File: src/rtl/kbd_pkg.sv
// Shared constants for the PS/2 keyboard character path.
package kbd_pkg;

   localparam int unsigned KBD_DATA_W              = 8;
   localparam logic [7:0]  KBD_ASCII_MIN           = 8'h41;
   localparam logic [7:0]  KBD_ASCII_MAX           = 8'h5A;
   localparam int unsigned KBD_FIFO_DEPTH_LOG2_DEF = 4;

   // Only upper-case letters are queued; everything else from the scan stage is ignored.
   function automatic logic kbd_is_queueable(input logic [KBD_DATA_W-1:0] c);
      return (c >= KBD_ASCII_MIN) && (c <= KBD_ASCII_MAX);
   endfunction

endpackage

File: src/rtl/kbd_event_detect.sv
// Turns the level-type key outputs of the scan stage into one push pulse per new make event.
module kbd_event_detect
   import kbd_pkg::*;
(
   input  logic                  clk,
   input  logic                  rst,
   input  logic [KBD_DATA_W-1:0] key_ascii,
   input  logic                  key_state,
   output logic                  push_evt
);

   logic                  key_state_q, key_state_d;
   logic [KBD_DATA_W-1:0] key_ascii_q, key_ascii_d;

   always_comb begin
      key_state_d = key_state;
      key_ascii_d = key_ascii;
   end

   always_ff @(posedge clk) begin
      if (rst) begin
         key_state_q <= 1'b0;
         key_ascii_q <= '0;
      end else begin
         key_state_q <= key_state_d;
         key_ascii_q <= key_ascii_d;
      end
   end

   // A changed code while still held is a second key (rollover); an unchanged held code is
   // typematic repeat and must not re-fire.
   always_comb begin
      push_evt = key_state
               & (~key_state_q | (key_ascii != key_ascii_q))
               & kbd_is_queueable(key_ascii);
   end

endmodule

File: src/rtl/ps2_key_fifo.sv
// Keystroke queue between the PS/2 decoder and the CPU keyboard registers.
// Optional interrupt output is enabled by defining PS2_KEY_FIFO_IRQ_EN.
module ps2_key_fifo
   import kbd_pkg::*;
#(
   parameter int unsigned DEPTH_LOG2 = KBD_FIFO_DEPTH_LOG2_DEF
) (
   input  logic                  clk,
   input  logic                  rst,
   input  logic [KBD_DATA_W-1:0] key_ascii,
   input  logic                  key_state,
   input  logic                  rd_en,
   output logic [KBD_DATA_W-1:0] rd_data,
   output logic                  rd_valid,
   output logic                  empty,
   output logic                  full,
   output logic [DEPTH_LOG2:0]   count,
   input  logic                  ovf_clr,
`ifdef PS2_KEY_FIFO_IRQ_EN
   input  logic                  irq_ack,
   output logic                  irq,
`endif
   output logic                  overflow
);

   localparam int unsigned       DEPTH     = 1 << DEPTH_LOG2;
   localparam logic [DEPTH_LOG2:0] DEPTH_CNT = DEPTH[DEPTH_LOG2:0];

   logic                  push_evt;
   logic                  push_ok;
   logic                  pop_ok;
   logic                  ovf_set;

   logic [KBD_DATA_W-1:0] mem_q [DEPTH];
   logic [KBD_DATA_W-1:0] mem_d [DEPTH];
   logic [DEPTH_LOG2-1:0] wr_ptr_q, wr_ptr_d;
   logic [DEPTH_LOG2-1:0] rd_ptr_q, rd_ptr_d;
   logic [DEPTH_LOG2:0]   count_q, count_d;
   logic [KBD_DATA_W-1:0] rd_data_q, rd_data_d;
   logic                  rd_valid_q, rd_valid_d;
   logic                  overflow_q, overflow_d;

   kbd_event_detect u_event_detect (
      .clk       (clk),
      .rst       (rst),
      .key_ascii (key_ascii),
      .key_state (key_state),
      .push_evt  (push_evt)
   );

   assign empty = (count_q == '0);
   assign full  = (count_q == DEPTH_CNT);

   // A pop frees a slot in the same cycle, so a full FIFO still accepts a simultaneous push.
   // There is no bypass: a pop on an empty FIFO is ignored even if a push arrives.
   assign pop_ok  = rd_en & ~empty;
   assign push_ok = push_evt & (~full | pop_ok);
   assign ovf_set = push_evt & full & ~pop_ok;

   always_comb begin
      mem_d      = mem_q;
      wr_ptr_d   = wr_ptr_q;
      rd_ptr_d   = rd_ptr_q;
      count_d    = count_q;
      rd_data_d  = rd_data_q;
      rd_valid_d = 1'b0;
      overflow_d = overflow_q;

      if (push_ok) begin
         mem_d[wr_ptr_q] = key_ascii;
         wr_ptr_d        = wr_ptr_q + 1'b1;
      end

      // Reads come from mem_q, so a full-FIFO push into the same slot never corrupts the pop.
      if (pop_ok) begin
         rd_data_d  = mem_q[rd_ptr_q];
         rd_valid_d = 1'b1;
         rd_ptr_d   = rd_ptr_q + 1'b1;
      end

      unique case ({push_ok, pop_ok})
         2'b10:   count_d = count_q + 1'b1;
         2'b01:   count_d = count_q - 1'b1;
         default: count_d = count_q;
      endcase

      if (ovf_set) begin
         overflow_d = 1'b1;
      end else if (ovf_clr) begin
         overflow_d = 1'b0;
      end
   end

   // Storage is not reset; only the pointers and count define what is valid.
   always_ff @(posedge clk) begin
      mem_q <= mem_d;
   end

   always_ff @(posedge clk) begin
      if (rst) begin
         wr_ptr_q   <= '0;
         rd_ptr_q   <= '0;
         count_q    <= '0;
         rd_data_q  <= '0;
         rd_valid_q <= 1'b0;
         overflow_q <= 1'b0;
      end else begin
         wr_ptr_q   <= wr_ptr_d;
         rd_ptr_q   <= rd_ptr_d;
         count_q    <= count_d;
         rd_data_q  <= rd_data_d;
         rd_valid_q <= rd_valid_d;
         overflow_q <= overflow_d;
      end
   end

   assign rd_data  = rd_data_q;
   assign rd_valid = rd_valid_q;
   assign count    = count_q;
   assign overflow = overflow_q;

`ifdef PS2_KEY_FIFO_IRQ_EN
   logic irq_q, irq_d;

   always_comb begin
      irq_d = irq_q;
      if (push_ok) begin
         irq_d = 1'b1;
      end else if (irq_ack) begin
         irq_d = 1'b0;
      end
   end

   always_ff @(posedge clk) begin
      if (rst) begin
         irq_q <= 1'b0;
      end else begin
         irq_q <= irq_d;
      end
   end

   assign irq = irq_q;
`endif

endmodule

File: config.mk
export PLATFORM = sky130hd
export DESIGN_NAME = ps2_key_fifo
export DESIGN_NICKNAME = d
export VERILOG_FILES = /design/src/rtl/kbd_pkg.sv /design/src/rtl/kbd_event_detect.sv /design/src/rtl/ps2_key_fifo.sv
export SDC_FILE = /design/constraint.sdc
export NUM_CORES = 1
export LEC_CHECK = 0
export ABC_CLOCK_PERIOD_IN_PS = 9500
export CORE_ASPECT_RATIO = 0.7
export CORE_UTILIZATION = 45
export CTS_CLUSTER_DIAMETER = 100
export DETAILED_ROUTE_END_ITERATION = 16
export PLACE_DENSITY = 0.59
export SETUP_SLACK_MARGIN = 0.02
export SLEW_MARGIN = 30
export SYNTH_ARGS = -nofsm -noshare
export SYNTH_HDL_FRONTEND = slang
export SYNTH_SLANG_ARGS = --single-unit
File: constraint.sdc
create_clock -name clk -period 9.5 [get_ports clk]
set_input_delay 2.85 -clock clk [delete_from_list [all_inputs] [get_ports clk]]
set_output_delay 2.85 -clock clk [all_outputs]
set_load 0.01 [all_outputs]
-- Yosys cells after proc, flatten, opt, wreduce, memory -nomap -nowiden
Cells that the tools add are included.
- register bits: 160
- input bits: 13
- output and inout port bits: 17
- word-level logic and storage cells: 66
- add/subtract/negate cells: 4
- order comparisons: 5
- equality and inequality tests: 4
- multiplexer cells: 10
- bitwise logic cells: 14
- reduce and logical (&&, ||, !) cells: 5
- operators by type and width (operator ; count):
    128-bit bitwise mux ; 1
    8-bit binary-select mux with 4-bit select ; 1
    8-bit demux with 4-bit select ; 1
    8-bit 2-to-1 mux ; 3
    5-bit greater-or-equal comparator (second input constant) ; 2
    4-bit inverter with 5-bit output ; 2
    5-bit case mux with 2 select lines ; 1
    4-bit by 1-bit adder with 4-bit output (second input constant) ; 2
    8-bit by 7-bit greater-or-equal comparator with 1-bit output (second input constant) ; 1
    8-bit by 7-bit <= comparator with 1-bit output (second input constant) ; 1
    8-bit != test ; 1
    1-bit bitwise AND ; 6
    5-bit by 1-bit adder with 5-bit output (second input constant) ; 1
    5-bit equality test (second input constant) ; 1
    5-bit logical NOT ; 1
    5-bit by 1-bit less-than comparator with 1-bit output (second input constant) ; 1
    5-bit by 1-bit subtractor with 5-bit output (second input constant) ; 1
    1-bit inverter ; 4
    2-bit nonzero test ; 2
    1-bit 2-to-1 mux ; 3
    2-bit by 1-bit equality test with 1-bit output (second input constant) ; 1
    2-bit equality test (second input constant) ; 1
    1-bit logical AND ; 2
    1-bit OR ; 2

-- Longest topological paths before layout
- word-level depth: 7
- depth in mapped cells: 15
- gate-level depth less buffers: 13

-- Cells and area by module
Synthesis repeated with hierarchy kept, for this count alone.
- cell total of the unflattened synthesis: 439
- area, all modules: 6478.7 um^2
- modules (own cells, without submodules) (module ; times used ; cells each ; area an instance (um^2) ; seq. area each (um^2)):
    ps2_key_fifo ; 1 ; 405 ; 6107.1 ; 4304.1
    kbd_event_detect ; 1 ; 34 ; 371.6 ; 180.2

-- Worst setup path after synthesis
No wires, ideal clock.
- path type: in2reg
- start point: input port key_ascii[4]
- end point: register count_q[4] (netlist: count[4])
- setup time: 121 ps
- arrival time: 5579 ps
- required time: 9379 ps
- path slack: 3800 ps
- cell stages on the path: 14
- path buffers: 2
- path through: or4_1 o211ai_2 nor3b_2 buf_2 inv_1 ha_1 clkbuf_1 xor2_1 ha_1 a211o_2 nand2_1 nand3b_1 a31oi_1 mux2_2
- word-level cells in the longest chain between the ends: 7
- elaborated cells on any way between the ends: 12
- those cells by class: order compare: 2; eq/ne: 3; mux: 1; bitwise: 4; reduce/logical: 2
- ends and longest elaborated chain (item ; RTL line ; source):
    start, declared ; ps2_key_fifo.sv:10 ; input logic [KBD_DATA_W-1:0] key_ascii,
    branches (longest 3 deep; another with 8-bit by 7-bit greater-or-equal comparator with 1-bit output) ; -- ;
    1-bit bitwise AND * ; kbd_event_detect.sv:35 ; & kbd_is_queueable(key_ascii);
    1-bit bitwise AND * ; ps2_key_fifo.sv:57 ; assign push_ok = push_evt & (~full | pop_ok);
    2-bit by 1-bit equality test with 1-bit output or 2-bit equality test (tied branches) ; ps2_key_fifo.sv:81 ; unique case ({push_ok, pop_ok})
    5-bit case mux with 2 select lines or 2-bit nonzero test (tied branches) ; -- ;
    end signal, assigned ; ps2_key_fifo.sv:110 ; count_q <= count_d;
    end, declared ; ps2_key_fifo.sv:38 ; logic [DEPTH_LOG2:0] count_q, count_d;
Mark *: on every way between the ends.
A chain may end at the register's enable or synchronous reset.

-- Worst setup path in the final report
Ends and elaborated chain as after synthesis.

==> run summary <==
The class of the worst hold path is register to register. The width of the die came out at between 100 and 150 um. The part of the total power dissipated in the clock network is 41.6%. The worst setup path is launched from an input pin. After detailed routing, the average wire length per cell comes to about 23 um. The layout filler cell count came out at roughly 1100. The register bit total from synthesis came out at 160. Setup violations remaining at the end of the flow were counted as 0. Internal power comes to ~1200 uW. The post-synthesis net count came out at a little over 400. The mean area per synthesized cell is 16.9 um2. The routed via count came out at 3432. The cell count after synthesis came out at 383. Based on the critical path, the design can be clocked at up to around 150 MHz. The worst-skew pair later-pin latency is ~0.4 ns.

At the worst endpoint, the arrival time is around 6.8 ns. The placed wire-length estimate is roughly 8.4 mm. Setup total negative slack on the finished layout was measured at 0 ns.

The placeable core region came out at around 14000 um2. The number of buffers inserted by post-CTS setup repair came out at 0. The most critical setup path has its startpoint at key_ascii[4].

The worst-case register-to-register setup slack came out at 5.97 ns. Sequential elements use between 60 and 70% of the synthesized area. Setup repair after global routing left no endpoint under its margin. The synthesis-to-finish area growth is 15.4%. The tree built by TritonCTS fans out to 160 sinks. The most frequent standard cell in the layout excluding fill and tap cells is sky130_fd_sc_hd__edfxtp_1. The layout cell share with drive strength beyond 1 is 17.8%. Post-CTS repair changed the size of 0 cells. The detail-routed via count per cell is approximately 5.6.

The power consumption is ~1600 uW. In this run the tightest slew margin relative to its limit is a little over a third. The count of max-cap constraint violations came out at 0. The most used flip-flop cell after synthesis is sky130_fd_sc_hd__edfxtp_1. The hold-fix buffer count after cts came out at 0. The pin count of the biggest net entering global routing came out at 38. The CTS tree is done.

In this run, distinct cell masters in the synthesized netlist total 45. The period utilization is about two thirds. The global-route wire length before repair is 20.6 mm. The transition time of the tightest slew-check pin is between 0.9 and 1 ns.

The number of antenna repair diodes came out at 0. The count of non-filler cells in the finished layout came out at between 600 and 700. In this run the power density over the cells is between 200 and 250 nW/um2.

Setup slack on the critical path of the routed design comes to approximately 3 ns. The number of nets in the final layout is about 440. The destination of the critical timing path is count[4]$_SDFFE_PP0P_.

30 I/O pins were placed. The startpoint identified for the worst register-to-register timing path is count[1]$_SDFFE_PP0P_. The number of antenna violations at the first check in global routing is 1. The flow ran to the end, and the final reports show no timing, DRC or antenna violations. The total wire length after detailed routing came out at around 14 mm.

The global-route usage over all layers is 20.0%. The type of the worst setup path is input pin to register. The worst-case clock buffer depth is 2.

The total of buffers placed on input and output ports is 29. In this run the static leakage power is between 0.002 and 0.0025 uW. The remaining global-route overflow came out at 0. The count of nets left with antenna violations once routing finished came out at 0. The depth of the most critical reg-to-reg path came out at 12. Leaving out fill and tap cells, the most frequent cells in the layout are 128 x sky130_fd_sc_hd__edfxtp_1, 32 x sky130_fd_sc_hd__mux4_2, 31 x sky130_fd_sc_hd__dfxtp_1. The worst setup path is captured at a register. The number of core rows came out at 36. The number of synthesized flops with an enable pin is 128. The worst-path maximum fanout is 20. For this run, design rule violations remaining after detail routing come to 0. The hold violation total from the final report is 0. The number of DRC markers after the initial detailed-route iteration is between 400 and 500. The full die area is about 15000 um2.

The placer's final routability congestion estimate is approximately 0.77. Clock-pin slew was measured on the worst setup and hold paths at about 0.06 ns. The largest voltage drop on the vdd net came out at approximately 0.00013 V. The via count of the first global-routing pass came out at 3280.

The H-tree was split into 4 levels. The cell area after synthesis is between 6000 and 7000 um2. The worst register-to-register path ends at count[4]$_SDFFE_PP0P_.

The part of the power in combinational logic came out at roughly 10%. The sequential group share of total power came out at approximately 48%. The cell sitting at the root of the clock tree is a sky130_fd_sc_hd__clkbuf_16. The shortest period the worst path allows is ~6.5 ns. The final max-slew violation count is 0. Buffers inserted during clock tree synthesis total 17. Between clock sinks in the finished design, the worst skew comes to roughly 0.012 ns.

OpenSTA, run right after detailed placement, puts the worst setup slack at between 2 and 3 ns. At the worst endpoint, the required time is 9.80 ns. The floorplan die height is between 100 and 150 um. The analysis attributes to net switching a power of 358 uW. The share of async-settable or async-resettable flops after synthesis is 0%. The placed instance count came out at ~580.

The first-pass iteration count of the detailed router came out at 5. During synthesis, Yosys emitted a total of 0 warnings. The starting density of the core came out at a little under half. The switching power as a share of total power came out at between 20% and 30%.
[worst min-delay path by stage]
stage,startpoint,end,slack [ns],cells past startpoint
finish,overflow$_SDFFE_PP0P_,overflow$_SDFFE_PP0P_,0.48,2
floorplan,wr_ptr_q[3]$_SDFFE_PP0P_,wr_ptr_q[3]$_SDFFE_PP0P_,0.48,2
detailed placement,overflow$_SDFFE_PP0P_,overflow$_SDFFE_PP0P_,0.46,2
CTS,overflow$_SDFFE_PP0P_,overflow$_SDFFE_PP0P_,0.48,2
global placement,overflow$_SDFFE_PP0P_,overflow$_SDFFE_PP0P_,0.46,2
global route,overflow$_SDFFE_PP0P_,overflow$_SDFFE_PP0P_,0.53,2
[cell type report]
cell class	instances	area [um2]	share of cell area, %
flip-flops and latches	160	4490	60.0
multi-input cells	198	1850	24.7
clock buffers	22	454	6.07
repair buffers	32	313	4.18
well taps	190	238	3.18
clock inverters	10	126	1.69
inverters	4	17.5	0.234
[worst max-delay path, stage by stage]
cell	delay, ns
sky130_fd_sc_hd__clkdlybuf4s50_1	0.96
sky130_fd_sc_hd__or4_1	0.24
sky130_fd_sc_hd__o211ai_2	0.13
sky130_fd_sc_hd__nor3b_2	0.65
sky130_fd_sc_hd__inv_1	0.17
sky130_fd_sc_hd__ha_1	0.37
sky130_fd_sc_hd__xor2_1	0.19
sky130_fd_sc_hd__ha_1	0.23
sky130_fd_sc_hd__a211o_2	0.31
sky130_fd_sc_hd__nand2_1	0.07
sky130_fd_sc_hd__nand3b_1	0.07
sky130_fd_sc_hd__a31oi_1	0.16
sky130_fd_sc_hd__mux2_2	0.34
[cells in the mapped netlist (4+ instances only)]
cell type	instances	area share (%)
sky130_fd_sc_hd__nor2b_1	15	1.4
sky130_fd_sc_hd__xor2_1	6	0.81
sky130_fd_sc_hd__mux4_2	32	11
sky130_fd_sc_hd__dfxtp_1	32	9.9
sky130_fd_sc_hd__buf_6	4	0.69
sky130_fd_sc_hd__xnor2_1	9	1.2
sky130_fd_sc_hd__a22oi_1	17	2.0
sky130_fd_sc_hd__ha_1	9	1.7
sky130_fd_sc_hd__and2_1	7	0.68
sky130_fd_sc_hd__nor2_1	22	1.3
sky130_fd_sc_hd__buf_4	5	0.58
sky130_fd_sc_hd__nand2b_1	5	0.48
sky130_fd_sc_hd__edfxtp_1	128	59
sky130_fd_sc_hd__nand2_1	7	0.41
sky130_fd_sc_hd__clkbuf_1	7	0.41
sky130_fd_sc_hd__and3_1	12	1.2
sky130_fd_sc_hd__a21oi_1	20	1.5
[metrics by stage]
step	util [%]	cell area (um2)	hold slack, ns
finish	53.4	7480	0.476
global route	53.4	7480	0.528
CTS	53.4	7480	0.480
detailed placement	49.3	6900	0.462
global placement	49.3	6900	0.461
floorplan	-	6480	0.482
[power by group through the flow]
stage          Sequential (uW)  Combinational (uW)  Clock [uW]
3_3_place_gp               789                 160           0
2_1_floorplan              790                 113           0
4_1_cts                    775                 163         675
3_5_place_dp               790                 162           0
5_1_grt                    776                 176         705
6_report                   775                 160         666
[registers in the layout, indices dropped and copies added, names as in the netlist]
signal                      flops
mem_q                         128
rd_data                         8
u_event_detect.key_ascii_q      8
count                           5
rd_ptr_q                        4
wr_ptr_q                        4
overflow                        1
rd_valid                        1
u_event_detect.key_state_q      1
[routing by layer]
layer / global-route usage [%] / vias up / share of wire (%)
met4: 7.37 / 0 / 1.2
met5: 0 / - / 0
met2: 28.8 / 124 / 44
met3: 4.73 / 13 / 6.9
met1: 29.8 / 1735 / 48
li1: - / 1560 / -
[kinds of logic after synthesis]
family	Yosys count	synth area share [%]
DFF	160	69.2
muxes	37	11.9
and+or+nand+nor	88	7.70
xor gates and xnor gates	15	2.03
buffers and inverters	25	2.32
AOI/OAI and AO/OA	49	5.08
adders and majority gates	9	1.74
Power figures use the tool's default switching activity.
